--- src/rtl/game_flow_pkg.sv ---
// game_flow_pkg
//   Shared encodings for the breakout game sequencer: FSM state codes
//   (also driven onto state_dbg for the board LEDs) and the screen-select
//   codes that steer the rgb source mux in the design top.
package game_flow_pkg;

  localparam logic [2:0] ST_TITLE = 3'd0;
  localparam logic [2:0] ST_SERVE = 3'd1;
  localparam logic [2:0] ST_PLAY  = 3'd2;
  localparam logic [2:0] ST_PAUSE = 3'd3;
  localparam logic [2:0] ST_OVER  = 3'd4;
  localparam logic [2:0] ST_WIN   = 3'd5;

  localparam logic [1:0] SCR_TITLE = 2'd0;
  localparam logic [1:0] SCR_GAME  = 2'd1;
  localparam logic [1:0] SCR_OVER  = 2'd2;
  localparam logic [1:0] SCR_WIN   = 2'd3;

endpackage

--- src/rtl/frame_timer.sv ---
// frame_timer
//   Counts frame ticks (falling edges of the registered vsync) and flags the
//   cycle in which the tick that reaches `target` arrives, so the owner can
//   change state on the following clock edge.
// Ports
//   clk, reset   clock / synchronous active-high reset
//   vsync        active-low vsync from the timing generator
//   clr          zero the counter (owner asserts it on every state change)
//   hold         freeze the counter; ticks during hold are dropped
//   target       number of ticks to count
//   done         1 in the cycle of the target-th tick (combinational)
module frame_timer #(
  parameter int CNT_W = 8
) (
  input  logic             clk,
  input  logic             reset,
  input  logic             vsync,
  input  logic             clr,
  input  logic             hold,
  input  logic [CNT_W-1:0] target,
  output logic             done
);

  logic             vsync_q, vsync_d;
  logic [CNT_W-1:0] cnt_q, cnt_d;
  logic             tick;

  // vsync idles high, so resetting the history to 1 avoids a fake tick.
  assign vsync_d = vsync;
  assign tick    = vsync_q & ~vsync;
  assign done    = tick & ~hold & (cnt_q == target - CNT_W'(1));

  always_comb begin
    cnt_d = cnt_q;
    if (clr)
      cnt_d = '0;
    else if (tick && !hold && cnt_q != target)
      cnt_d = cnt_q + CNT_W'(1);   // saturates at target
  end

  always_ff @(posedge clk) begin
    if (reset) begin
      vsync_q <= 1'b1;
      cnt_q   <= '0;
    end else begin
      vsync_q <= vsync_d;
      cnt_q   <= cnt_d;
    end
  end

endmodule

--- src/rtl/game_flow_ctrl.sv ---
// game_flow_ctrl
//   Game-level sequencer for the VGA breakout design: tracks lives/level,
//   gates breakout motion, times the serve delay and end screens off frame
//   ticks and selects the screen source.
// Build option
//   GAME_FLOW_PAUSE_EN  adds the PAUSE state toggled by key_pause; without it
//                       key_pause is ignored.
// Ports
//   clk, reset          pixel clock / synchronous active-high reset
//   key_start/key_pause 1-cycle key pulses
//   vsync               active-low vsync (falling edge = frame tick)
//   ball_lost           1-cycle pulse: ball passed the paddle
//   bricks_clear        1-cycle pulse: last brick destroyed
//   game_run            high only in PLAY
//   game_rst            1-cycle pulse: re-init bricks and ball
//   serve               1-cycle pulse on SERVE->PLAY
//   scr_sel             0 title, 1 game, 2 game over, 3 win
//   lives, level        remaining lives / current level (1-based)
//   state_dbg           current state encoding
module game_flow_ctrl
  import game_flow_pkg::*;
#(
  parameter int LIVES_INIT   = 3,
  parameter int LEVEL_MAX    = 9,
  parameter int SERVE_FRAMES = 60,
  parameter int END_FRAMES   = 180
) (
  input  logic       clk,
  input  logic       reset,
  input  logic       key_start,
  input  logic       key_pause,
  input  logic       vsync,
  input  logic       ball_lost,
  input  logic       bricks_clear,
  output logic       game_run,
  output logic       game_rst,
  output logic       serve,
  output logic [1:0] scr_sel,
  output logic [2:0] lives,
  output logic [3:0] level,
  output logic [2:0] state_dbg
);

  localparam int FT_MAX = (SERVE_FRAMES > END_FRAMES) ? SERVE_FRAMES : END_FRAMES;
  localparam int CNT_W  = $clog2(FT_MAX + 1);

  logic [2:0]       state_q, state_d;
  logic [2:0]       lives_q, lives_d;
  logic [3:0]       level_q, level_d;
  logic             game_rst_q, game_rst_d;
  logic             serve_q, serve_d;

  logic             ft_clr, ft_hold, ft_done;
  logic [CNT_W-1:0] ft_target;

  // Only SERVE and OVER/WIN consume done; END_FRAMES is a harmless target
  // for the other states since the counter saturates.
  assign ft_target = (state_q == ST_SERVE) ? CNT_W'(SERVE_FRAMES) : CNT_W'(END_FRAMES);
  assign ft_clr    = (state_d != state_q);

`ifdef GAME_FLOW_PAUSE_EN
  assign ft_hold = (state_q == ST_PAUSE);
`else
  logic unused_key_pause;
  assign unused_key_pause = key_pause;
  assign ft_hold = 1'b0;
`endif

  frame_timer #(.CNT_W(CNT_W)) u_frame_timer (
    .clk    (clk),
    .reset  (reset),
    .vsync  (vsync),
    .clr    (ft_clr),
    .hold   (ft_hold),
    .target (ft_target),
    .done   (ft_done)
  );

  always_comb begin
    state_d    = state_q;
    lives_d    = lives_q;
    level_d    = level_q;
    game_rst_d = 1'b0;
    serve_d    = 1'b0;
    case (state_q)
      ST_TITLE: begin
        if (key_start) begin
          state_d    = ST_SERVE;
          lives_d    = 3'(LIVES_INIT);
          level_d    = 4'd1;
          game_rst_d = 1'b1;
        end
      end
      ST_SERVE: begin
        if (ft_done) begin
          state_d = ST_PLAY;
          serve_d = 1'b1;
        end
      end
      ST_PLAY: begin
        // bricks_clear wins over ball_lost, so a simultaneous loss costs no life.
        if (bricks_clear) begin
          if (level_q >= 4'(LEVEL_MAX)) begin
            state_d = ST_WIN;
          end else begin
            level_d    = level_q + 4'd1;
            game_rst_d = 1'b1;
            state_d    = ST_SERVE;
          end
        end else if (ball_lost) begin
          if (lives_q <= 3'd1) begin
            lives_d = 3'd0;
            state_d = ST_OVER;
          end else begin
            lives_d = lives_q - 3'd1;
            state_d = ST_SERVE;
          end
        end
`ifdef GAME_FLOW_PAUSE_EN
        else if (key_pause) begin
          state_d = ST_PAUSE;
        end
`endif
      end
`ifdef GAME_FLOW_PAUSE_EN
      ST_PAUSE: begin
        if (key_pause) state_d = ST_PLAY;
      end
`endif
      ST_OVER, ST_WIN: begin
        if (key_start || ft_done) state_d = ST_TITLE;
      end
      default: state_d = ST_TITLE;
    endcase
  end

  always_ff @(posedge clk) begin
    if (reset) begin
      state_q    <= ST_TITLE;
      lives_q    <= 3'd0;
      level_q    <= 4'd0;
      game_rst_q <= 1'b0;
      serve_q    <= 1'b0;
    end else begin
      state_q    <= state_d;
      lives_q    <= lives_d;
      level_q    <= level_d;
      game_rst_q <= game_rst_d;
      serve_q    <= serve_d;
    end
  end

  always_comb begin
    case (state_q)
      ST_SERVE, ST_PLAY, ST_PAUSE: scr_sel = SCR_GAME;
      ST_OVER:                     scr_sel = SCR_OVER;
      ST_WIN:                      scr_sel = SCR_WIN;
      default:                     scr_sel = SCR_TITLE;
    endcase
  end

  assign game_run  = (state_q == ST_PLAY);
  assign game_rst  = game_rst_q;
  assign serve     = serve_q;
  assign lives     = lives_q;
  assign level     = level_q;
  assign state_dbg = state_q;

endmodule
--- config.mk ---
export PLATFORM = sky130hd
export DESIGN_NAME = game_flow_ctrl
export DESIGN_NICKNAME = d
export VERILOG_FILES = /design/src/rtl/game_flow_pkg.sv /design/src/rtl/frame_timer.sv /design/src/rtl/game_flow_ctrl.sv
export SDC_FILE = /design/constraint.sdc
export NUM_CORES = 1
export LEC_CHECK = 0
export ABC_AREA = 1
export ABC_CLOCK_PERIOD_IN_PS = 3900
export CORE_MARGIN = 5
export CORE_UTILIZATION = 60
export DETAILED_ROUTE_END_ITERATION = 7
export DONT_BUFFER_PORTS = 1
export HOLD_SLACK_MARGIN = 0.02
export PLACE_DENSITY_LB_ADDON = 0.2
export RECOVER_POWER = 25
export SLEW_MARGIN = 25
export SYNTH_ARGS = -nofsm -noshare
export SYNTH_HDL_FRONTEND = slang
export SYNTH_HIERARCHICAL = 1
export SYNTH_SLANG_ARGS = --single-unit
export TNS_END_PERCENT = 30
--- constraint.sdc ---
create_clock -name clk -period 3.9 [get_ports clk]
set_clock_uncertainty 0.15 [all_clocks]
set_input_delay 0.78 -clock clk [delete_from_list [all_inputs] [get_ports clk]]
set_output_delay 0.78 -clock clk [all_outputs]
set_load 0.05 [all_outputs]
==> impl_summary.log, run 1 <==
INFO  metric cts.htree.levels = 1
INFO  metric worst_hold_startpoint = u_frame_timer/cnt_q[7]
INFO  metric totalNegativeSetupSlack = 0 ns
INFO  metric die_y = 60.44 um
INFO  metric critPathMostFrequentCell = sky130_fd_sc_hd__nand2_1
INFO  metric hp-class = reg2reg
INFO  metric floorplan.initialDensity = 0.6218
INFO  metric power-per-cell-area = 257.5 mW/mm^2
INFO  metric gr-usage-all-layers = 0.1858
INFO  metric outcome = finished, final reports clean
INFO  metric grt_first_pass_wirelength = 5319 um
INFO  metric root_buffer = sky130_fd_sc_hd__clkbuf_4
INFO  metric layout_common_cells = sky130_fd_sc_hd__nand2_1, sky130_fd_sc_hd__inv_1, sky130_fd_sc_hd__nor2_1
INFO  metric cts_repair_resize_count = 0
INFO  metric worst_slew_margin_relative_to_its_limit = 0.4384
INFO  metric critical_path_required = 3.98 ns
INFO  metric post-synth-top-area-fraction = 0.2754
INFO  metric first_iter_violations = 92
INFO  metric worst-slew-pin-transition = 0.8424 ns
INFO  metric synth_edf_count = 0
INFO  metric r2r_cells = 23
INFO  metric finalPower = 432.1 uW
INFO  metric post_cts_setup_buffer_count = 0
INFO  metric antenna_found_initial = 0
INFO  metric gp_routability_congestion = 0.9168
INFO  metric final_layout_size_suffix_gt1_frac = 0.1241
INFO  metric placeableCoreArea = 0.002455 mm^2
INFO  metric synthTopCellsByArea = sky130_fd_sc_hd__dfxtp_1, sky130_fd_sc_hd__nand2_1, sky130_fd_sc_hd__inv_1
INFO  metric timing_hold_violations_final = 0
INFO  metric port-buffer-count = 0
INFO  metric clk_transition_reported_paths = 0.13 ns
INFO  metric path_delay_family = simple AND/OR/NAND/NOR gates
INFO  metric timing.critical_path.cells = nor2_2 -> inv_1 -> nor2_1 -> nand2_1 -> nand2_1 -> nand2_2 -> nand2_1 -> o21ai_0 -> nor2_1 -> nand2_1 -> nor2_1 -> inv_1 -> nand3_1 -> nand2_1 -> nor2_1 -> nand2_1 -> nand2_1 -> nand2_1 -> nand2_1 -> nand3_1 -> nor2_1 -> inv_1 -> a21oi_1
INFO  metric first_global_vias = 1,296
INFO  metric cts_num_sinks = 21
INFO  metric vias = 1,415
INFO  metric post-route-drc-count = 0
INFO  metric timing.rr.start = state_dbg[1]
INFO  metric die_outline_area = 0.003653 mm^2
INFO  metric timing.setup.critical_path_class = reg2reg
INFO  metric peakVddDrop = 0.2545 mV
INFO  metric cp_num_buf_inv = 3
INFO  metric io_pins = 22
INFO  metric drt.antenna.violating_nets = 0
INFO  metric fmax = 0.3148 GHz
INFO  metric clock_buffers_created_by_tritoncts = 3
INFO  metric postCtsHoldBufs = 0
INFO  metric drv_cap = 0
INFO  metric postSynth.asyncResetShare = 0
INFO  metric rsz0062_at_grt = no
INFO  metric reg2reg_setup_slack = 0.72 ns
INFO  metric min_delay_path_depth = 2
INFO  metric unique_masters_post_synth = 25
INFO  metric timing.final.setup_violations = 0
INFO  metric grt_max_degree = 13
INFO  metric synth.yosys.seq_area_share = 0.2754
INFO  metric setup.worst_path.end_class = flip-flop
INFO  metric detailed_placement_hpwl = 2443 um
INFO  metric worstPathArrival = 3.26 ns
INFO  metric postSynthRegisterBits = 21
INFO  metric detail_route.vias_per_cell = 4.780
INFO  metric finish.utilization = 0.6835
INFO  metric final.min_clock_period = 3.177 ns
INFO  metric yosys_most_used_dff = sky130_fd_sc_hd__dfxtp_1
INFO  metric clock_tree_from_tritoncts = built
INFO  metric whs_endpoint = u_frame_timer/cnt_q[7]
INFO  metric globalRoute.totalOverflow = 0
INFO  metric placement_rows = 18
INFO  metric mappedNetlistArea = 0.001526 mm^2
INFO  metric layout.cells.most_common = sky130_fd_sc_hd__nand2_1
INFO  metric warning_count_from_the_yosys_run = 6
INFO  metric finalNetCount = 281
INFO  metric post-route-period-util = 0.8146
INFO  metric timing_max_transition_violations_final = 0
INFO  metric crit_path_max_incr_delay = 0.56 ns
INFO  metric cts_max_path_buffers = 2
INFO  metric diodes = 0
INFO  metric total_length_of_routed_wires = 3011 um
INFO  metric syn_avg_cell_area = 6.334 um^2
INFO  metric power_leakage = 0.0007669 uW
INFO  metric timing.critical_path.from = state_dbg[1]
INFO  metric yosysTopAreaCell = sky130_fd_sc_hd__dfxtp_1
INFO  metric r2r_end = u_frame_timer/cnt_q[0]
INFO  metric first_pass_iters = 4
INFO  metric critPathLaunchType = flip-flop
INFO  metric postSynthCellCount = 241
INFO  metric area_growth = 9.918%
INFO  metric crit_path_top_delay_cell = sky130_fd_sc_hd__dfxtp_1
INFO  metric critPathMaxFanout = 8
INFO  metric floorplan.die.width = 60.44 um
INFO  metric insertion_delay = 0.31 ns
INFO  metric wl_per_cell = 10.17 um
## power breakdown
part | internal [uW] | switching [uW] | total [uW]
registers | 220 | 19.4 | 240
clock network | 38.2 | 66.8 | 105
logic | 28.2 | 59.0 | 87.3
## cells by family (layout without fill, tap and decap cells)
family | Yosys count | after routing | synth area share
fa+ha+maj | 7 | 7 | 0.05737
simple gates | 136 | 136 | 0.4172
flops | 21 | 21 | 0.2754
xor+xnor | 8 | 8 | 0.04590
compound gates | 31 | 31 | 0.1074
buf+inv | 36 | 43 | 0.09181
other cells | 2 | 20 | 0.004920
## synth_stat cells, types with 2 or more instances
cell                       count
sky130_fd_sc_hd__nor2_2        4
sky130_fd_sc_hd__inv_1        32
sky130_fd_sc_hd__inv_2         3
sky130_fd_sc_hd__nor3_1        2
sky130_fd_sc_hd__ha_1          7
sky130_fd_sc_hd__nand3_1      21
sky130_fd_sc_hd__nand2_2       9
sky130_fd_sc_hd__nand2_4       2
sky130_fd_sc_hd__a21oi_1      17
sky130_fd_sc_hd__xor2_1        6
sky130_fd_sc_hd__nand3_2       2
sky130_fd_sc_hd__xnor2_1       2
sky130_fd_sc_hd__conb_1        2
sky130_fd_sc_hd__nor2_1       24
sky130_fd_sc_hd__nor2_4        2
sky130_fd_sc_hd__o21ai_1       2
sky130_fd_sc_hd__nand2_1      66
sky130_fd_sc_hd__o211ai_1      2
sky130_fd_sc_hd__or2_2         2
sky130_fd_sc_hd__dfxtp_1      21
sky130_fd_sc_hd__o21ai_0       9
## state kept, by name (all words and copies together) (netlist names)
signal / cells
u_frame_timer/cnt_q: 8
serve: 1
level: 4
lives: 3
state_dbg: 3
u_frame_timer/vsync_q: 1
game_rst: 1
## routing by layer
| metal | global-route usage | routed length [um] | share of wire |
|---|---|---|---|
| met4 | 0.03715 | 17 | 0.0056 |
| met3 | 0.03830 | 125 | 0.042 |
| met2 | 0.3071 | 1324 | 0.44 |
| met5 | 0 | 0 | 0 |
| met1 | 0.2523 | 1543 | 0.51 |
## worst reg2reg max path, stage by stage (launching register included)
cell,delay (ns)
sky130_fd_sc_hd__dfxtp_1,0.56
sky130_fd_sc_hd__nor2_2,0.24
sky130_fd_sc_hd__inv_1,0.07
sky130_fd_sc_hd__nor2_1,0.32
sky130_fd_sc_hd__nand2_1,0.11
sky130_fd_sc_hd__nand2_1,0.13
sky130_fd_sc_hd__nand2_2,0.09
sky130_fd_sc_hd__nand2_1,0.05
sky130_fd_sc_hd__o21ai_0,0.07
sky130_fd_sc_hd__nor2_1,0.09
sky130_fd_sc_hd__nand2_1,0.05
sky130_fd_sc_hd__nor2_1,0.14
sky130_fd_sc_hd__inv_1,0.09
sky130_fd_sc_hd__nand3_1,0.08
sky130_fd_sc_hd__nand2_1,0.05
sky130_fd_sc_hd__nor2_1,0.08
sky130_fd_sc_hd__nand2_1,0.07
sky130_fd_sc_hd__nand2_1,0.08
sky130_fd_sc_hd__nand2_1,0.05
sky130_fd_sc_hd__nand2_1,0.07
sky130_fd_sc_hd__nand3_1,0.06
sky130_fd_sc_hd__nor2_1,0.10
sky130_fd_sc_hd__inv_1,0.13
sky130_fd_sc_hd__a21oi_1,0.16
## area by class of cell
| cell class | count | area [um^2] |
|---|---|---|
| clock buffers | 3 | 22.52 |
| clock inverters | 1 | 5.005 |
| fillers | 236 | 777.0 |
| inverters | 36 | 140.1 |
| multi-input cells | 202 | 1033 |
| flip-flops and latches | 21 | 420.4 |
| well taps | 30 | 37.54 |
| repair buffers | 3 | 18.77 |
## metrics by stage
stage          std cells  hold WS [ns]  instance area [um^2]  setup WS [ns]
6_report             296        0.3662                  1678         0.7232
5_1_grt              296        0.3478                  1678         0.3282
4_1_cts              296        0.3617                  1682         0.7407
3_5_place_dp         292        0.3437                  1654         0.7933
3_3_place_gp         292        0.3373                  1654         0.8281
2_1_floorplan        259        0.3158                  1594         0.9494
## worst max-delay path by stage
stage | slack, ns | cells after the start | to
after floorplan | 0.95 | 2 | scr_sel[0]
after global placement | 0.83 | 23 | u_frame_timer/cnt_q[6]
after global routing | 0.33 | 23 | u_frame_timer/cnt_q[3]
final | 0.72 | 23 | u_frame_timer/cnt_q[0]
after detailed placement | 0.79 | 23 | u_frame_timer/cnt_q[0]
after CTS | 0.74 | 23 | u_frame_timer/cnt_q[0]
Note: power is estimated with default switching activity, not from simulation.
==> run 2: changes to the inputs <==
ABC_CLOCK_PERIOD_IN_PS = 2950   (was 3900)
clock period = 2.95 ns   (was 3.9 ns; I/O delays follow)
==> run 2 against run 1 <==
  * Clock power is 31% higher
  * Flip-flop and latch count stayed put
  * Sequential share of layout area is 1.0 points lower
  * First-iteration DRC count is 38% lower
  * Via count is 4.6% higher
  * Non-clock buffer count is 9 higher
  * Total power is 34% higher
  * Global-route usage is 0.25 points lower
  * Fmax is 22% higher
  * Core utilization is 3.1 points higher
  * Cell count is 3.0% higher
  * Register-to-register slack worse by 0.38 ns
==> impl_summary.log, run 2 (synthesis gave the netlist of run 1 again) <==
INFO  metric swShare = 0.3338
INFO  metric worst_hold_startpoint = reset
INFO  metric final.fill_count = 230
INFO  metric cp_num_buf_inv = 4
INFO  metric die_outline_area = 0.003653 mm^2
INFO  metric registers.top_by_ff_count = u_frame_timer/cnt_q
INFO  metric floorplan.initialDensity = 0.6218
INFO  metric timing_hold_violations_final = 0
INFO  metric placeableCoreArea = 0.002455 mm^2
INFO  metric layout.cells.most_common = sky130_fd_sc_hd__nand2_1
INFO  metric timing_max_transition_violations_final = 0
INFO  metric clk_transition_reported_paths = 0.13 ns
INFO  metric sequential_standard_cell_area = 421.7 um^2
INFO  metric antenna_found_initial = 0
INFO  metric gr-usage-all-layers = 0.1832
INFO  metric io_pins = 22
INFO  metric timing.rr.start = state_dbg[0]
INFO  metric peakVddDrop = 0.2597 mV
INFO  metric r2r_cells = 24
INFO  metric port-buffer-count = 0
INFO  metric insertion_delay = 0.30 ns
INFO  metric critPathLaunchType = flip-flop
INFO  metric path_delay_family = simple AND/OR/NAND/NOR gates
INFO  metric post-route-period-util = 0.8829
INFO  metric first_pass_iters = 4
INFO  metric crit_path_max_incr_delay = 0.34 ns
INFO  metric worstPathArrival = 2.68 ns
INFO  metric gp_routability_congestion = 0.8451
INFO  metric fmax = 0.3839 GHz
INFO  metric root_buffer = sky130_fd_sc_hd__clkbuf_4
INFO  metric placement_rows = 18
INFO  metric timing.critical_path.cells = inv_1 -> nor2_4 -> inv_2 -> nor2_4 -> nand2_1 -> nand2_2 -> nand2_2 -> nand2_1 -> o21ai_0 -> nor2_1 -> nand2_1 -> nor2_2 -> inv_1 -> nand3_1 -> nand2_1 -> nor2_1 -> nand2_1 -> nand2_1 -> nand2_1 -> nand2_1 -> nand3_1 -> nor2_2 -> inv_2 -> a21oi_1
INFO  metric detailed_placement_hpwl = 2512 um
INFO  metric combinationalPowerShare = 0.246
INFO  metric critPathMostFrequentCell = sky130_fd_sc_hd__nand2_1
INFO  metric outcome = finished, final reports clean
INFO  metric final_layout_size_suffix_gt1_frac = 0.1636
INFO  metric area_growth = 14.92%
INFO  metric power_frac_clock = 0.239
INFO  metric vias = 1,480
INFO  metric first_global_vias = 1,313
INFO  metric critical_path_required = 3.03 ns
INFO  metric min_delay_path_depth = 1
INFO  metric wl_per_cell = 10.09 um
INFO  metric clock_tree_from_tritoncts = built
INFO  metric cts.htree.levels = 1
INFO  metric seq_power_share = 0.515
INFO  metric rsz0062_at_grt = no
INFO  metric timing.setup.critical_path_class = reg2reg
INFO  metric clock_buffers_created_by_tritoncts = 3
INFO  metric finalNetCount = 290
INFO  metric detail_route.vias_per_cell = 4.852
INFO  metric power-per-cell-area = 329.5 mW/mm^2
INFO  metric net_switching_power = 192.9 uW
INFO  metric setup.worst_path.end_class = flip-flop
INFO  metric final.min_clock_period = 2.605 ns
INFO  metric cts_num_sinks = 21
INFO  metric multiInputGateArea = 0.001065 mm^2
INFO  metric r2r_end = u_frame_timer/cnt_q[1]
INFO  metric first_iter_violations = 57
INFO  metric floorplan.die.width = 60.44 um
INFO  metric largest_reg_flops = 8
INFO  metric diodes = 0
INFO  metric dpl_cell_area = 0.001722 mm^2
INFO  metric drv_cap = 0
INFO  metric cellInternalPower = 385.0 uW
INFO  metric worst_slew_margin_relative_to_its_limit = 0.4859
INFO  metric totalNegativeSetupSlack = 0 ns
INFO  metric layout_common_cells = sky130_fd_sc_hd__nand2_1, sky130_fd_sc_hd__inv_1, sky130_fd_sc_hd__nor2_1, sky130_fd_sc_hd__nand3_1
INFO  metric grt_max_degree = 12
INFO  metric critPathMaxFanout = 8
INFO  metric reg2reg_setup_slack = 0.35 ns
INFO  metric die_y = 60.44 um
INFO  metric grt_first_pass_wirelength = 5278 um
INFO  metric cts_max_path_buffers = 2
INFO  metric drt.antenna.violating_nets = 0
INFO  metric globalRoute.totalOverflow = 0
INFO  metric post-route-drc-count = 0
INFO  metric post_cts_setup_buffer_count = 0
INFO  metric timing.final.setup_violations = 0
INFO  metric crit_path_top_delay_cell = sky130_fd_sc_hd__dfxtp_2
INFO  metric whs_endpoint = state_dbg[0]
INFO  metric final_design_area_no_fill = 0.001754 mm^2
INFO  metric power_leakage = 0.0007876 uW
INFO  metric total_length_of_routed_wires = 3078 um
INFO  metric hp-class = in2reg
INFO  metric worst-slew-pin-transition = 0.7712 ns
run 2: final cells by class:
class / instances / share of cell area
multi-input cells: 202 / 0.6070
flip-flops and latches: 21 / 0.2404
inverters: 36 / 0.07989
repair buffers: 12 / 0.03638
well taps: 30 / 0.02140
clock buffers: 4 / 0.01498
run 2: power by group through the flow:
stage | clock network, uW | registers (uW) | logic (uW)
final | 138 | 297 | 142
after CTS | 141 | 297 | 141
after global routing | 156 | 298 | 161
after floorplan | 0 | 327 | 89.2
after global placement | 0 | 303 | 140
after detailed placement | 0 | 304 | 141
run 2: how the worst max path moves through the flow:
stage                 start                     end  slack (ns)  cells past startpoint
2_1_floorplan  state_dbg[0]  u_frame_timer/cnt_q[0]        0.11                     24
3_3_place_gp   state_dbg[0]  u_frame_timer/cnt_q[3]        0.21                     24
3_5_place_dp   state_dbg[0]  u_frame_timer/cnt_q[5]        0.15                     24
4_1_cts        state_dbg[0]  u_frame_timer/cnt_q[5]        0.09                     24
5_1_grt        state_dbg[0]  u_frame_timer/cnt_q[4]       0.008                     24
6_report       state_dbg[0]  u_frame_timer/cnt_q[1]        0.35                     24
run 2: metrics by stage:
stage | hold slack (ns) | instances | power, uW | util | setup WS (ns)
final | 0.1809 | 305 | 577.9 | 0.7146 | 0.3455
after global routing | 0.1697 | 305 | 615.9 | 0.7146 | 0.007557
after CTS | 0.1812 | 305 | 579.3 | 0.7120 | 0.09262
after detailed placement | 0.3343 | 301 | 444.5 | 0.7013 | 0.1504
after global placement | 0.3348 | 301 | 443.0 | 0.7013 | 0.2058
after floorplan | 0.3158 | 259 | 416.0 | - | 0.1056
run 2: layer usage:
metal	track usage	vias up	part of all wire
met5	0	-	0
met4	0.04025	0	0.0065
met3	0.03617	2	0.057
met2	0.2978	36	0.43
met1	0.2526	636	0.50
li1	-	806	-
run 2: timing repair:
action	CTS	global route
resized for setup	0	12
hold buffers	0	0
setup endpoints to repair	0	8
==> run 3: changes to the inputs <==
ABC_CLOCK_PERIOD_IN_PS = 3300   (was 2950)
clock period = 3.3 ns   (was 2.95 ns; I/O delays follow)
==> run 3 against run 2 <==
  * Cell area shrank 3.1%
  * Total power shrank 11%
  * First-iteration DRC count grew 19%
==> impl_summary.log, run 3 (synthesis gave the netlist of run 1 again) <==
INFO  metric post_cts_setup_buffer_count = 0
INFO  metric io_pins = 22
INFO  metric timing_hold_violations_final = 0
INFO  metric cts.htree.levels = 1
INFO  metric detail_route.vias_per_cell = 4.857
INFO  metric rsz0062_at_grt = no
INFO  metric postCtsHoldBufs = 0
INFO  metric met3RoutedLength = 162 um
INFO  metric finish.utilization = 0.6922
INFO  metric layout_common_cells = sky130_fd_sc_hd__nand2_1, sky130_fd_sc_hd__inv_1, sky130_fd_sc_hd__nor2_1
INFO  metric route.layer.met1.wl = 1527 um
INFO  metric total_length_of_routed_wires = 3106 um
INFO  metric dp_worst_setup_slack = 0.4767 ns
INFO  metric timing.setup.critical_path_class = reg2reg
INFO  metric topRoutingLayerUsed = met4
INFO  metric worst-slew-pin-transition = 0.8166 ns
INFO  metric final_design_area_no_fill = 0.001699 mm^2
INFO  metric post-route-drc-count = 0
INFO  metric root_buffer = sky130_fd_sc_hd__clkbuf_4
INFO  metric peakVddDrop = 0.2536 mV
INFO  metric floorplan.initialDensity = 0.6218
INFO  metric placeableCoreArea = 0.002455 mm^2
INFO  metric cts_repair_resize_count = 0
INFO  metric largest_reg_flops = 8
INFO  metric totalNegativeSetupSlack = 0 ns
INFO  metric power-per-cell-area = 303.7 mW/mm^2
INFO  metric post-route-period-util = 0.8318
INFO  metric port-buffer-count = 0
INFO  metric timing.critical_path.from = state_dbg[0]
INFO  metric setup.worst_path.end_class = flip-flop
INFO  metric finalHoldWorstSlack = 0.2418 ns
INFO  metric wl_per_cell = 10.35 um
INFO  metric vias = 1,457
INFO  metric finalNetCount = 285
INFO  metric hp-class = in2reg
INFO  metric layout.cells.most_common = sky130_fd_sc_hd__nand2_1
INFO  metric gp_routability_congestion = 0.8574
INFO  metric outcome = finished, final reports clean
INFO  metric met2RoutedLength = 1377 um
INFO  metric worstPathArrival = 2.84 ns
INFO  metric dpl_cell_area = 0.001684 mm^2
INFO  metric first_global_vias = 1,306
INFO  metric power_leakage = 0.0007758 uW
INFO  metric die_outline_area = 0.003653 mm^2
INFO  metric reg2reg_setup_slack = 0.56 ns
INFO  metric clk_transition_reported_paths = 0.13 ns
INFO  metric antenna_found_initial = 0
INFO  metric registers.top_by_ff_count = u_frame_timer/cnt_q
INFO  metric min_delay_path_depth = 1
INFO  metric floorplan.die.width = 60.44 um
INFO  metric detailed_placement_hpwl = 2510 um
INFO  metric critPathLaunchType = flip-flop
INFO  metric final_layout_size_suffix_gt1_frac = 0.1296
INFO  metric r2r_cells = 24
INFO  metric final.min_clock_period = 2.745 ns
INFO  metric clock_tree_from_tritoncts = built
INFO  metric critical_path.endpoint = u_frame_timer/cnt_q[2]
INFO  metric grt_max_degree = 13
INFO  metric timing_max_transition_violations_final = 0
INFO  metric first_iter_violations = 68
INFO  metric drv_cap = 0
INFO  metric post-route-worst-setup-slack = 0.5552 ns
INFO  metric fmax = 0.3643 GHz
INFO  metric drt.antenna.violating_nets = 0
INFO  metric clock_buffers_created_by_tritoncts = 3
INFO  metric area_growth = 11.31%
INFO  metric critPathMaxFanout = 8
INFO  metric worst_slew_margin_relative_to_its_limit = 0.4556
INFO  metric critical_path_required = 3.40 ns
INFO  metric first_pass_iters = 4
INFO  metric diodes = 0
INFO  metric globalRoute.totalOverflow = 0
INFO  metric cts_num_sinks = 21
INFO  metric grt_first_pass_wirelength = 5326 um
INFO  metric placement_rows = 18
INFO  metric cts_max_path_buffers = 2
INFO  metric die_y = 60.44 um
INFO  metric insertion_delay = 0.31 ns
INFO  metric gr-usage-all-layers = 0.1863
INFO  metric timing.final.setup_violations = 0
INFO  metric timing.rr.start = state_dbg[0]
INFO  metric r2r_end = u_frame_timer/cnt_q[2]
## run 3: cell types whose count changed in the layout (fill, tap and decap cells not counted), sizes merged
cell,previous run,this run
clkinv,1,2
clkbuf,11,7
buf,5,3
## run 3: how the worst min path moves through the flow
stage / start / end / slack [ns]
finish: reset / state_dbg[2] / 0.24
global placement: u_frame_timer/cnt_q[7] / u_frame_timer/cnt_q[7] / 0.33
detailed placement: u_frame_timer/cnt_q[7] / u_frame_timer/cnt_q[7] / 0.34
CTS: reset / state_dbg[2] / 0.23
global route: reset / state_dbg[1] / 0.22
floorplan: u_frame_timer/cnt_q[7] / u_frame_timer/cnt_q[7] / 0.32
## run 3: final cells by class
cell class                 count  area, um^2
timing repair buffer           7       37.54
fill                         233       755.7
multi-input combinational    202        1036
inverter                      36       140.1
tap                           30       37.54
clock inverter                 1       5.005
clock buffer                   3       22.52
sequential                    21       420.4
## run 3: where the power goes
group | switching [uW] | total (uW) | internal, uW
Clock | 83.3 | 129 | 45.3
Combinational | 70.6 | 104 | 33.5
Sequential | 22.9 | 283 | 260
Total | 177 | 516 | 339
## run 3: stage by stage
stage	total power, uW	instances
finish	516.1	300
floorplan	371.9	259
CTS	518.9	300
global placement	390.7	296
global route	548.5	300
detailed placement	392.1	296
## run 3: critical path, stage by stage, from the launching register on
cell	delay [ns]
sky130_fd_sc_hd__dfxtp_1	0.35
sky130_fd_sc_hd__inv_1	0.07
sky130_fd_sc_hd__nor2_2	0.13
sky130_fd_sc_hd__inv_1	0.08
sky130_fd_sc_hd__nor2_2	0.19
sky130_fd_sc_hd__nand2_1	0.08
sky130_fd_sc_hd__nand2_1	0.10
sky130_fd_sc_hd__nand2_2	0.09
sky130_fd_sc_hd__nand2_1	0.06
sky130_fd_sc_hd__o21ai_0	0.07
sky130_fd_sc_hd__nor2_1	0.09
sky130_fd_sc_hd__nand2_1	0.05
sky130_fd_sc_hd__nor2_1	0.13
sky130_fd_sc_hd__nor2_1	0.07
sky130_fd_sc_hd__nand2_2	0.10
sky130_fd_sc_hd__nor2_1	0.04
sky130_fd_sc_hd__nor2_1	0.10
sky130_fd_sc_hd__nand2_1	0.07
sky130_fd_sc_hd__nand2_1	0.08
sky130_fd_sc_hd__nand2_1	0.05
sky130_fd_sc_hd__nand2_1	0.06
sky130_fd_sc_hd__nand3_1	0.06
sky130_fd_sc_hd__nor2_1	0.11
sky130_fd_sc_hd__inv_1	0.14
sky130_fd_sc_hd__a21oi_1	0.15
## run 3: per-layer routing
metal / vias to the layer above / GRT usage
met5: - / 0
met4: 0 / 0.05573
met3: 5 / 0.03617
met2: 32 / 0.2932
met1: 627 / 0.2590
li1: 793 / -
